$ cat src/rtl/accel_host_dma.sv
// accel_host_dma: host-side bus initiator that copies a programmed run of 32-bit words from a
// source address to a destination address. Define ACCEL_DMA_POLL_EN to poll a status word before each write.
module accel_host_dma #(
  parameter int BusWidth   = 32,
  parameter int CountWidth = 16
) (
  input  logic                    clk,
  input  logic                    rst,
  input  logic                    start_i,
  input  logic [BusWidth-1:0]     src_addr_i,
  input  logic [BusWidth-1:0]     dst_addr_i,
  input  logic [CountWidth-1:0]   len_i,
  input  logic                    src_inc_i,
  input  logic                    dst_inc_i,
  input  logic [BusWidth-1:0]     poll_addr_i,
  output logic                    busy_o,
  output logic                    done_o,
  output logic                    err_o,
  output logic [CountWidth-1:0]   words_done_o,
  output logic                    host_req_o,
  output logic [BusWidth-1:0]     host_addr_o,
  output logic                    host_we_o,
  output logic [BusWidth/8-1:0]   host_be_o,
  output logic [BusWidth-1:0]     host_wdata_o,
  input  logic                    host_gnt_i,
  input  logic                    host_rvalid_i,
  input  logic [BusWidth-1:0]     host_rdata_i,
  input  logic                    host_err_i
);

  localparam logic [BusWidth-1:0] WordStep = BusWidth'(4);

  typedef enum logic [2:0] {
    IDLE,
    RD_REQ,
    RD_WAIT,
    WR_REQ,
    WR_WAIT,
    FIN
`ifdef ACCEL_DMA_POLL_EN
    ,
    POLL,
    POLL_WAIT
`endif
  } state_t;

  function automatic logic [BusWidth-1:0] word_align(input logic [BusWidth-1:0] a);
    return {a[BusWidth-1:2], 2'b00};
  endfunction

  state_t                  state_q, state_d;
  logic [BusWidth-1:0]     src_q, src_d, dst_q, dst_d;
  logic [CountWidth-1:0]   len_q, len_d;
  logic                    src_inc_q, src_inc_d, dst_inc_q, dst_inc_d;
  logic                    err_q, err_d;
  logic [CountWidth-1:0]   words_q, words_d;
  logic                    req_q, req_d;
  logic                    we_q, we_d;
  logic [BusWidth/8-1:0]   be_q, be_d;
  logic [BusWidth-1:0]     addr_q, addr_d;
  logic [BusWidth-1:0]     wdata_q, wdata_d;

  logic [CountWidth-1:0]   words_inc;
  logic [BusWidth-1:0]     src_next, dst_next;

  // Address arithmetic wraps naturally at 2^32.
  assign words_inc = words_q + CountWidth'(1);
  assign src_next  = src_inc_q ? src_q + WordStep : src_q;
  assign dst_next  = dst_inc_q ? dst_q + WordStep : dst_q;

`ifdef ACCEL_DMA_POLL_EN
  logic unused_addr_lsbs;
  assign unused_addr_lsbs = ^{src_addr_i[1:0], dst_addr_i[1:0], poll_addr_i[1:0]};
`else
  logic unused_addr_lsbs;
  assign unused_addr_lsbs = ^{src_addr_i[1:0], dst_addr_i[1:0], poll_addr_i};
`endif

  always_comb begin
    state_d   = state_q;
    src_d     = src_q;
    dst_d     = dst_q;
    len_d     = len_q;
    src_inc_d = src_inc_q;
    dst_inc_d = dst_inc_q;
    err_d     = err_q;
    words_d   = words_q;
    req_d     = req_q;
    we_d      = we_q;
    be_d      = be_q;
    addr_d    = addr_q;
    wdata_d   = wdata_q;
    case (state_q)
      IDLE: begin
        if (start_i) begin
          src_d     = word_align(src_addr_i);
          dst_d     = word_align(dst_addr_i);
          len_d     = len_i;
          src_inc_d = src_inc_i;
          dst_inc_d = dst_inc_i;
          err_d     = 1'b0;
          words_d   = '0;
          if (len_i != '0) begin
            state_d = RD_REQ;
            req_d   = 1'b1;
            we_d    = 1'b0;
            be_d    = '1;
            addr_d  = word_align(src_addr_i);
          end else begin
            state_d = FIN;
          end
        end
      end
      RD_REQ: begin
        if (host_gnt_i) begin
          state_d = RD_WAIT;
          req_d   = 1'b0;
          be_d    = '0;
        end
      end
      RD_WAIT: begin
        // host_wdata_o doubles as the captured-word register.
        if (host_rvalid_i) begin
          wdata_d = host_rdata_i;
          if (host_err_i) begin
            err_d   = 1'b1;
            state_d = FIN;
          end else begin
`ifdef ACCEL_DMA_POLL_EN
            state_d = POLL;
            req_d   = 1'b1;
            we_d    = 1'b0;
            be_d    = '1;
            addr_d  = word_align(poll_addr_i);
`else
            state_d = WR_REQ;
            req_d   = 1'b1;
            we_d    = 1'b1;
            be_d    = '1;
            addr_d  = dst_q;
`endif
          end
        end
      end
`ifdef ACCEL_DMA_POLL_EN
      POLL: begin
        if (host_gnt_i) begin
          state_d = POLL_WAIT;
          req_d   = 1'b0;
          be_d    = '0;
        end
      end
      POLL_WAIT: begin
        // Accelerator signals readiness for the next word through status bit 0.
        if (host_rvalid_i) begin
          if (host_err_i) begin
            err_d   = 1'b1;
            state_d = FIN;
          end else if (host_rdata_i[0]) begin
            state_d = WR_REQ;
            req_d   = 1'b1;
            we_d    = 1'b1;
            be_d    = '1;
            addr_d  = dst_q;
          end else begin
            state_d = POLL;
            req_d   = 1'b1;
            we_d    = 1'b0;
            be_d    = '1;
            addr_d  = word_align(poll_addr_i);
          end
        end
      end
`endif
      WR_REQ: begin
        if (host_gnt_i) begin
          state_d = WR_WAIT;
          req_d   = 1'b0;
          be_d    = '0;
        end
      end
      WR_WAIT: begin
        if (host_rvalid_i) begin
          if (host_err_i) begin
            err_d   = 1'b1;
            state_d = FIN;
          end else begin
            words_d = words_inc;
            src_d   = src_next;
            dst_d   = dst_next;
            if (words_inc == len_q) begin
              state_d = FIN;
            end else begin
              state_d = RD_REQ;
              req_d   = 1'b1;
              we_d    = 1'b0;
              be_d    = '1;
              addr_d  = src_next;
            end
          end
        end
      end
      FIN: begin
        state_d = IDLE;
      end
      default: begin
        state_d = IDLE;
      end
    endcase
  end

  always_ff @(posedge clk) begin
    if (rst) begin
      state_q <= IDLE;
      err_q   <= 1'b0;
      words_q <= '0;
      req_q   <= 1'b0;
      we_q    <= 1'b0;
      be_q    <= '0;
      addr_q  <= '0;
      wdata_q <= '0;
    end else begin
      state_q <= state_d;
      err_q   <= err_d;
      words_q <= words_d;
      req_q   <= req_d;
      we_q    <= we_d;
      be_q    <= be_d;
      addr_q  <= addr_d;
      wdata_q <= wdata_d;
    end
  end

  // Run parameters are always loaded on an accepted start, so they need no reset.
  always_ff @(posedge clk) begin
    src_q     <= src_d;
    dst_q     <= dst_d;
    len_q     <= len_d;
    src_inc_q <= src_inc_d;
    dst_inc_q <= dst_inc_d;
  end

  assign busy_o       = (state_q != IDLE);
  assign done_o       = (state_q == FIN);
  assign err_o        = err_q;
  assign words_done_o = words_q;
  assign host_req_o   = req_q;
  assign host_addr_o  = addr_q;
  assign host_we_o    = we_q;
  assign host_be_o    = be_q;
  assign host_wdata_o = wdata_q;

endmodule

$ cat config.mk
export PLATFORM = sky130hd
export DESIGN_NAME = accel_host_dma
export DESIGN_NICKNAME = d
export VERILOG_FILES = /design/src/rtl/accel_host_dma.sv
export SDC_FILE = /design/constraint.sdc
export NUM_CORES = 1
export LEC_CHECK = 0
export ABC_CLOCK_PERIOD_IN_PS = 3500
export BUFFER_PORTS_ARGS = -buffer_cell sky130_fd_sc_hd__buf_4
export CORE_MARGIN = 10
export CORE_UTILIZATION = 38
export CTS_CLUSTER_DIAMETER = 50
export CTS_CLUSTER_SIZE = 40
export DETAILED_ROUTE_END_ITERATION = 10
export PLACE_DENSITY = 0.64
export SYNTH_ARGS = -nofsm -noshare
export SYNTH_HDL_FRONTEND = slang
export SYNTH_SLANG_ARGS = --single-unit
$ cat constraint.sdc
create_clock -name clk -period 3.5 [get_ports clk]
set_clock_uncertainty 0.1 [all_clocks]
set_input_delay 0.35 -clock clk [delete_from_list [all_inputs] [get_ports clk]]
set_output_delay 0.35 -clock clk [all_outputs]
set_load 0.02 [all_outputs]
==> summary.md, run 1 <==
| Metric | Value |
|---|---|
| Status | finished clean |
| Crit path time final | 3.13 ns |
| Fin. Hold Viols | 0 |
| # rows | 54 |
| Fin crit share | 0.893 |
| Worst hold start | len_i[11] |
| RR Startpoint | words_done_o[1] |
| Critical Path RT | 3.72 ns |
| EDFF count, synth | 78 |
| Main synth FF type | dfxtp_1 |
| Hold crit path type | primary input to flop |
| Port bufs | 202 |
| Overflow after GRT | 0 |
| Largest net degree at the start of global routing | 130 |
| Clock Latency Late Sink | 0.43 ns |
| Root Driver | clkbuf_16 |
| Commonest cells in the netlist | 163 x nand2_1, 86 x a21oi_1, 84 x dfxtp_1 |
| Flop pwr share | 0.466 |
| Routed WL | 25900 um |
| Vias/cell | 5.37 |
| Die ar. | 0.0288 mm^2 |
| Crit-path cells | ha_1 -> nand3_2 -> nor4_1 -> xnor2_1 -> o2111a_1 -> and4_4 -> nor2_2 -> buf_4 -> a311oi_1 |
| Post-synth ARST share | 0 |
| Max Root-Sink Buffers | 2 |
| WP depth | 9 |
| Drt pass-1 iters | 5 |
| Avg WL per Cell | 18.4 um |
| Logic pwr share | 0.181 |
| Post-CTS setup buffers | 0 |
| Post-Syn Area | 0.00852 mm^2 |
| H-tree levels | 4 |
| Register area share after synthesis | 0.472 |
| Vias in the first global route | 7275 |
| Setup TNS Final | 0 ns |
| Share of the synthesized area in the top cell type | 0.275 |
| Syn Inst Count | 935 |
| #FFs+latches synth | 162 |
| Slew HR | 0.244 |
| CP Buf/Inv Count | 1 |
| Worst hold stages | 1 |
| Largest stage delay on the critical path | 0.65 ns |
| Max Cap Viol | 0 |
| Clock slew at reported path FFs | 0.06 ns |
| CTS buffer count | 17 |
| Slew Limit Fails | 0 |
| CP Capture Type | flop |
| Antenna violations before repair | 1 |
| CTS sink cnt | 162 |
| Ys Warns | 0 |
| Total track usage | 0.175 |
| Worst r2r dst | host_addr_o[17] |
| GPL Wtd Cong | 0.795 |
| Maximum vdd ir drop | 306 uV |
| Synth top area cells | edfxtp_1 28%, dfxtp_1 20%, nand2_1 7.2% |
| RSZ-0062 raised after global routing | false |
| CP Max Fanout | 12 |
| Vias | 7583 |
| Post-DRT Antenna Nets | 0 |
| Final setup vio count | 0 |
| R2R cell count | 9 |
| Synth unique cells | 63 |
| Iteration-0 DRC Markers | 771 |
| Register Area | 0.00402 mm^2 |
| DRC violations left | 0 |
| Multi-input gate area | 0.00416 mm^2 |
| CTS tree | yes |
| Worst Tran Pin Value | 1.13 ns |
| Ports | 241 |
| Power Density | 453 mW/mm^2 |
| Arrival time worst endpoint | 3.35 ns |
| Sw frac | 0.285 |
| Starting Density | 0.388 |
| First-pass GRT wire length | 40200 um |
| Startpoint types | flop |
| Filler cells | 2062 |
| Worst Hold End | len_q[11] |
| Total power | 4.93 mW |
| Nets@finish | 1274 |
| Die W | 170 um |
| Crit-path leading delay family | simple AND/OR/NAND/NOR gates |
| Maximum clock frequency | 320 MHz |
| CP max stage cell | nor4_1 |
| Area leader, netlist | edfxtp_1 |
| Layout cells sized above 1 | 0.258 |
| R2R Setup Slk | 0.37 ns |
| DP HPWL | 18800 um |
| Most frequent cell after synthesis | nand2_1 |
| LEAKAGE | 4.21 nW |
| Core Box Area | 0.0220 mm^2 |
| DIE HEIGHT | 170 um |
| Synth-to-Final Area Change | 27.9% |
| Setup Crit Path Kind | flop to flop |
| P_int | 3.53 mW |
| Switching pwr | 1.40 mW |
| Clk pwr share | 0.353 |
| Post-synthesis area per instance | 9.11 um^2 |
==> final cells by class <==
class	instances	share of cell area
Sequential cell	162	0.370
Clock inverter	10	0.00827
Multi-Input combinational cell	695	0.382
Tap cell	280	0.0322
Clock buffer	22	0.0408
Timing Repair Buffer	230	0.162
Inverter	13	0.00448
Antenna cell	1	0.000230
==> repair_timing <==
| item | in CTS | in global routing |
|---|---|---|
| endpoints found under the hold margin | 10 | 1 |
| resized for setup | 0 | 0 |
| hold buffers | 10 | 1 |
==> worst reg2reg max path, cell delays in order, from the launching register on <==
cell,delay [ns]
dfxtp_1,0.47
ha_1,0.32
nand3_2,0.22
nor4_1,0.65
xnor2_1,0.19
o2111a_1,0.28
and4_4,0.29
nor2_2,0.05
buf_4,0.20
a311oi_1,0.26
==> cell usage in the layout (no fill, tap or decap), types with 4 or more instances in the layout <==
cell type      Yosys  final
a211oi_2           9      9
a21o_1             9      9
a21oi_1           86     86
a221oi_1           8      8
a22oi_1           18     18
and2_1             5      5
and3_1             7      7
and4_1            10     10
buf_4              6    218
clkbuf_1          48      5
clkbuf_16          0     17
dfxtp_1           84     84
dlygate4sd3_1      0     11
edfxtp_1          78     78
inv_1             13     13
nand2_1          163    163
nand3_1           28     28
nand3b_1           8      8
nand4_1           13     13
nor2_1            47     46
nor2b_1            7      7
nor3_1            38     37
nor3_2            20     21
nor4_1            12     11
o211ai_1           4      4
o21a_1             5      5
o21ai_0           74     74
xnor2_1           41     41
xor2_1            33     33
==> worst max-delay path by stage <==
stage	startpoint	end
floorplan	host_rvalid_i	dst_q[10]
global placement	state_q[2]	host_addr_o[9]
detailed placement	words_done_o[1]	host_addr_o[9]
CTS	words_done_o[1]	host_addr_o[17]
global route	words_done_o[1]	host_we_o
finish	words_done_o[1]	host_addr_o[17]
==> logic make-up (layout without fill, tap and decap cells) <==
family / count (synthesis) / count (layout) / synth area share
multiplexers: 2 / 2 / 0.00250
AND/OR/NAND/NOR: 379 / 379 / 0.233
other: 1 / 3 / 0.000440
adder cells (fa/ha/maj): 3 / 3 / 0.00441
XOR/XNOR: 74 / 74 / 0.0761
buffers and inverters: 79 / 275 / 0.0416
flip-flops: 162 / 162 / 0.472
AO/OA/AOI/OAI: 235 / 235 / 0.170
==> sequential cells by signal, summed over array words and instances (netlist names) <==
name,flops
dst_inc_q,1
dst_q,30
err_o,1
host_addr_o,30
host_be_o,1
host_wdata_o,32
host_we_o,1
len_q,16
src_inc_q,1
src_q,30
state_q,3
words_done_o,16
==> metal layers <==
| layer | up-vias | wire [um] | track usage |
|---|---|---|---|
| li1 | 3737 | - | - |
| met1 | 3596 | 11700 | 0.234 |
| met2 | 226 | 12300 | 0.274 |
| met3 | 24 | 1560 | 0.0384 |
| met4 | 0 | 402 | 0.0561 |
| met5 | - | 0 | 0 |
==> power by group through the flow <==
stage                     sequential [mW]  clock [mW]  combinational [mW]
after floorplan                      2.38           0               0.460
after global placement               2.33           0               0.880
after detailed placement             2.33           0               0.889
after CTS                            2.30        1.78               0.903
after global routing                 2.31        1.85               0.981
final                                2.30        1.74               0.894
==> through the flow <==
| step | cells | utilization | hold slack (ns) | setup slack [ns] | cell area (um^2) |
|---|---|---|---|---|---|
| final | 1413 | 0.496 | 0.0199 | 0.374 | 10900 |
| after floorplan | 936 | - | 0.347 | 0.0272 | 8520 |
| after detailed placement | 1369 | 0.466 | 0.347 | 0.400 | 10200 |
| after CTS | 1411 | 0.495 | 0.0000807 | 0.375 | 10900 |
| after global placement | 1369 | 0.466 | 0.343 | 0.497 | 10200 |
| after global routing | 1413 | 0.496 | 0.000363 | 0.196 | 10900 |
Power figures use the tool's default switching activity.
==> run 2: changes to the inputs <==
--- a/config.mk
+++ b/config.mk
@@ -7,12 +7,13 @@
 export LEC_CHECK = 0
 export ABC_CLOCK_PERIOD_IN_PS = 3500
 export BUFFER_PORTS_ARGS = -buffer_cell sky130_fd_sc_hd__buf_4
-export CORE_MARGIN = 10
+export CORE_MARGIN = 4
 export CORE_UTILIZATION = 38
 export CTS_CLUSTER_DIAMETER = 50
 export CTS_CLUSTER_SIZE = 40
 export DETAILED_ROUTE_END_ITERATION = 10
 export PLACE_DENSITY = 0.64
+export SKIP_CTS_REPAIR_TIMING = 1
 export SYNTH_ARGS = -nofsm -noshare
 export SYNTH_HDL_FRONTEND = slang
 export SYNTH_SLANG_ARGS = --single-unit
==> run 2 against run 1 <==
  * Count of clock-buffer cells in the layout is the same
  * Via count is 2.3% lower
  * Die area decreased by 14%
  * Highest routed layer unchanged
  * Total power rose by 0.14%
  * Fmax shrank 0.16%
  * Global-route usage increased by 1.6 points
  * Setup slack got worse by 0.0049 ns
==> summary.md, run 2 (same netlist as run 1, synthesis figures left out) <==
| Metric | Value |
|---|---|
| DIE HEIGHT | 158 um (-7.1%) |
| Port bufs | 202 (unchanged) |
| Max Cap Viol | 0 (unchanged) |
| Final core utilization | 0.495 (-0.000569) |
| Ports | 241 (unchanged) |
| Overflow after GRT | 0 (unchanged) |
| Maximum clock frequency | 319 MHz (-0.16%) |
| Hold crit path type | primary input to flop |
| CP max stage cell | nor2_2 |
| Ant diodes | 0 (-1) |
| Design area | 0.0109 mm^2 (-0.11%) |
| Total track usage | 0.191 (+0.0158) |
| Final setup vio count | 0 (unchanged) |
| Root Driver | clkbuf_16 |
| DP Cell Count | 1374 (+0.37%) |
| CTS tree | yes |
| Setup Crit Path Kind | flop to flop |
| Top Layer Used | met4 |
| CTS buffer count | 17 (unchanged) |
| Max reg flops | 32 (unchanged) |
| Worst Tran Pin Value | 1.13 ns (-0.00241 ns) |
| Crit path time final | 3.13 ns (+0.00486 ns) |
| Layout cells sized above 1 | 0.264 (+0.00595) |
| CTS sink cnt | 162 (unchanged) |
| Critical Path RT | 3.66 ns (-0.06 ns) |
| Most frequent cells in the layout | 224 x buf_4, 163 x nand2_1, 86 x a21oi_1 |
| Max Root-Sink Buffers | 2 (unchanged) |
| Avg WL per Cell | 17.3 um (-5.9%) |
| Commonest non-fill, non-tap cell in the layout | buf_4 |
| # rows | 54 (unchanged) |
| Filler cells | 2082 (+0.97%) |
| Power Density | 454 mW/mm^2 (+0.26%) |
| Total power | 4.94 mW (+0.14%) |
| Smallest hold slack | 0.0192 ns (-0.000694 ns) |
| Synth-to-Final Area Change | 27.7% |
| Met3 WL post-DR | 1040 um (-33%) |
| Die W | 158 um (-7.1%) |
| Die ar. | 0.0249 mm^2 (-14%) |
| Drt pass-1 iters | 5 (unchanged) |
| Worst Slack Setup Final | 0.369 ns (-0.00486 ns) |
| M1 wire length | 11700 um (+0.47%) |
| CP Max Fanout | 12 (unchanged) |
| Starting Density | 0.388 (unchanged) |
| GPL Wtd Cong | 0.795 (unchanged) |
| LEAKAGE | 4.22 nW (+0.41%) |
| Final Non-Filler Cells | 1413 (unchanged) |
| CP Capture Type | flop |
| Clock slew at reported path FFs | 0.06 ns (about the same) |
| Status | finished clean |
| Arrival time worst endpoint | 3.29 ns (-0.06 ns) |
| Post-DRT Antenna Nets | 0 (unchanged) |
| Vias | 7412 (-2.3%) |
| DRC violations left | 0 (unchanged) |
| Clock Latency Late Sink | 0.43 ns (about the same) |
| Slew HR | 0.246 (+0.00161) |
| Iteration-0 DRC Markers | 693 (-10%) |
| Startpoint types | flop |
| Fin crit share | 0.895 (+0.00139) |
| Fin. Hold Viols | 0 (unchanged) |
| Nets@finish | 1275 (+0.078%) |
| R2R Setup Slk | 0.37 ns (about the same) |
| Core Box Area | 0.0220 mm^2 (unchanged) |
| First-pass GRT wire length | 37400 um (-6.8%) |
| Setup TNS Final | 0 ns (unchanged) |
| RSZ-0062 raised after global routing | false |
| Crit-path cells | ha_1 -> nand3_2 -> nor4_1 -> xnor2_1 -> o2111a_1 -> and4_4 -> nor2_2 -> a311oi_1 |
| Crit-path leading delay family | simple AND/OR/NAND/NOR gates |
| Routed WL | 24400 um (-5.9%) |
| Largest stage delay on the critical path | 0.63 ns (-0.02 ns) |
| Antenna violations before repair | 0 (-1) |
| Met2 WL | 11300 um (-8.1%) |
| Vias/cell | 5.25 (-2.3%) |
| Area after DPL | 0.0103 mm^2 (+0.24%) |
| CP Buf/Inv Count | 0 (-1) |
| H-tree levels | 4 (unchanged) |
| Setup WS pre-CTS | 0.316 ns (-0.0838 ns) |
| DP HPWL | 17500 um (-6.8%) |
| Slew Limit Fails | 0 (unchanged) |
| Maximum vdd ir drop | 230 uV (-25%) |
| Largest net degree at the start of global routing | 130 (unchanged) |
| Vias in the first global route | 6835 (-6.0%) |
-- run 2: area by class of cell --
type                            instances  area (um^2)  area share
Clock buffer                           22          454      0.0418
Clock inverter                         10         85.1     0.00782
Inverter                               13         48.8     0.00449
Multi-Input combinational cell        695         4160       0.383
Sequential cell                       162         4020       0.370
Tap cell                              280          350      0.0322
Timing Repair Buffer                  231         1750       0.161
-- run 2: worst paths after layout --
kind,from,to,cells past startpoint
worst min-delay path,len_i[7],len_q[7],1
worst max register to register,words_done_o[1],host_addr_o[17],8
worst min register to register,host_wdata_o[13],host_wdata_o[13],2
worst max-delay path,words_done_o[1],host_addr_o[17],8
-- run 2: routing by layer --
metal  global-route usage  vias up
li1                     -     3731
met1                0.284     3471
met2                0.287      190
met3               0.0301       20
met4               0.0533        0
met5                    0        -
-- run 2: where the power goes --
part	total [mW]	internal [mW]	leakage [nW]	switching, mW
logic	0.890	0.387	2.53	0.503
registers	2.30	2.16	1.43	0.133
clock network	1.75	0.995	0.269	0.757
-- run 2: worst register-to-register path, stage by stage, from the launching register on --
cell      delay, ns
dfxtp_1        0.46
ha_1           0.31
nand3_2        0.14
nor4_1         0.58
xnor2_1        0.15
o2111a_1       0.21
and4_4         0.23
nor2_2         0.63
a311oi_1       0.19
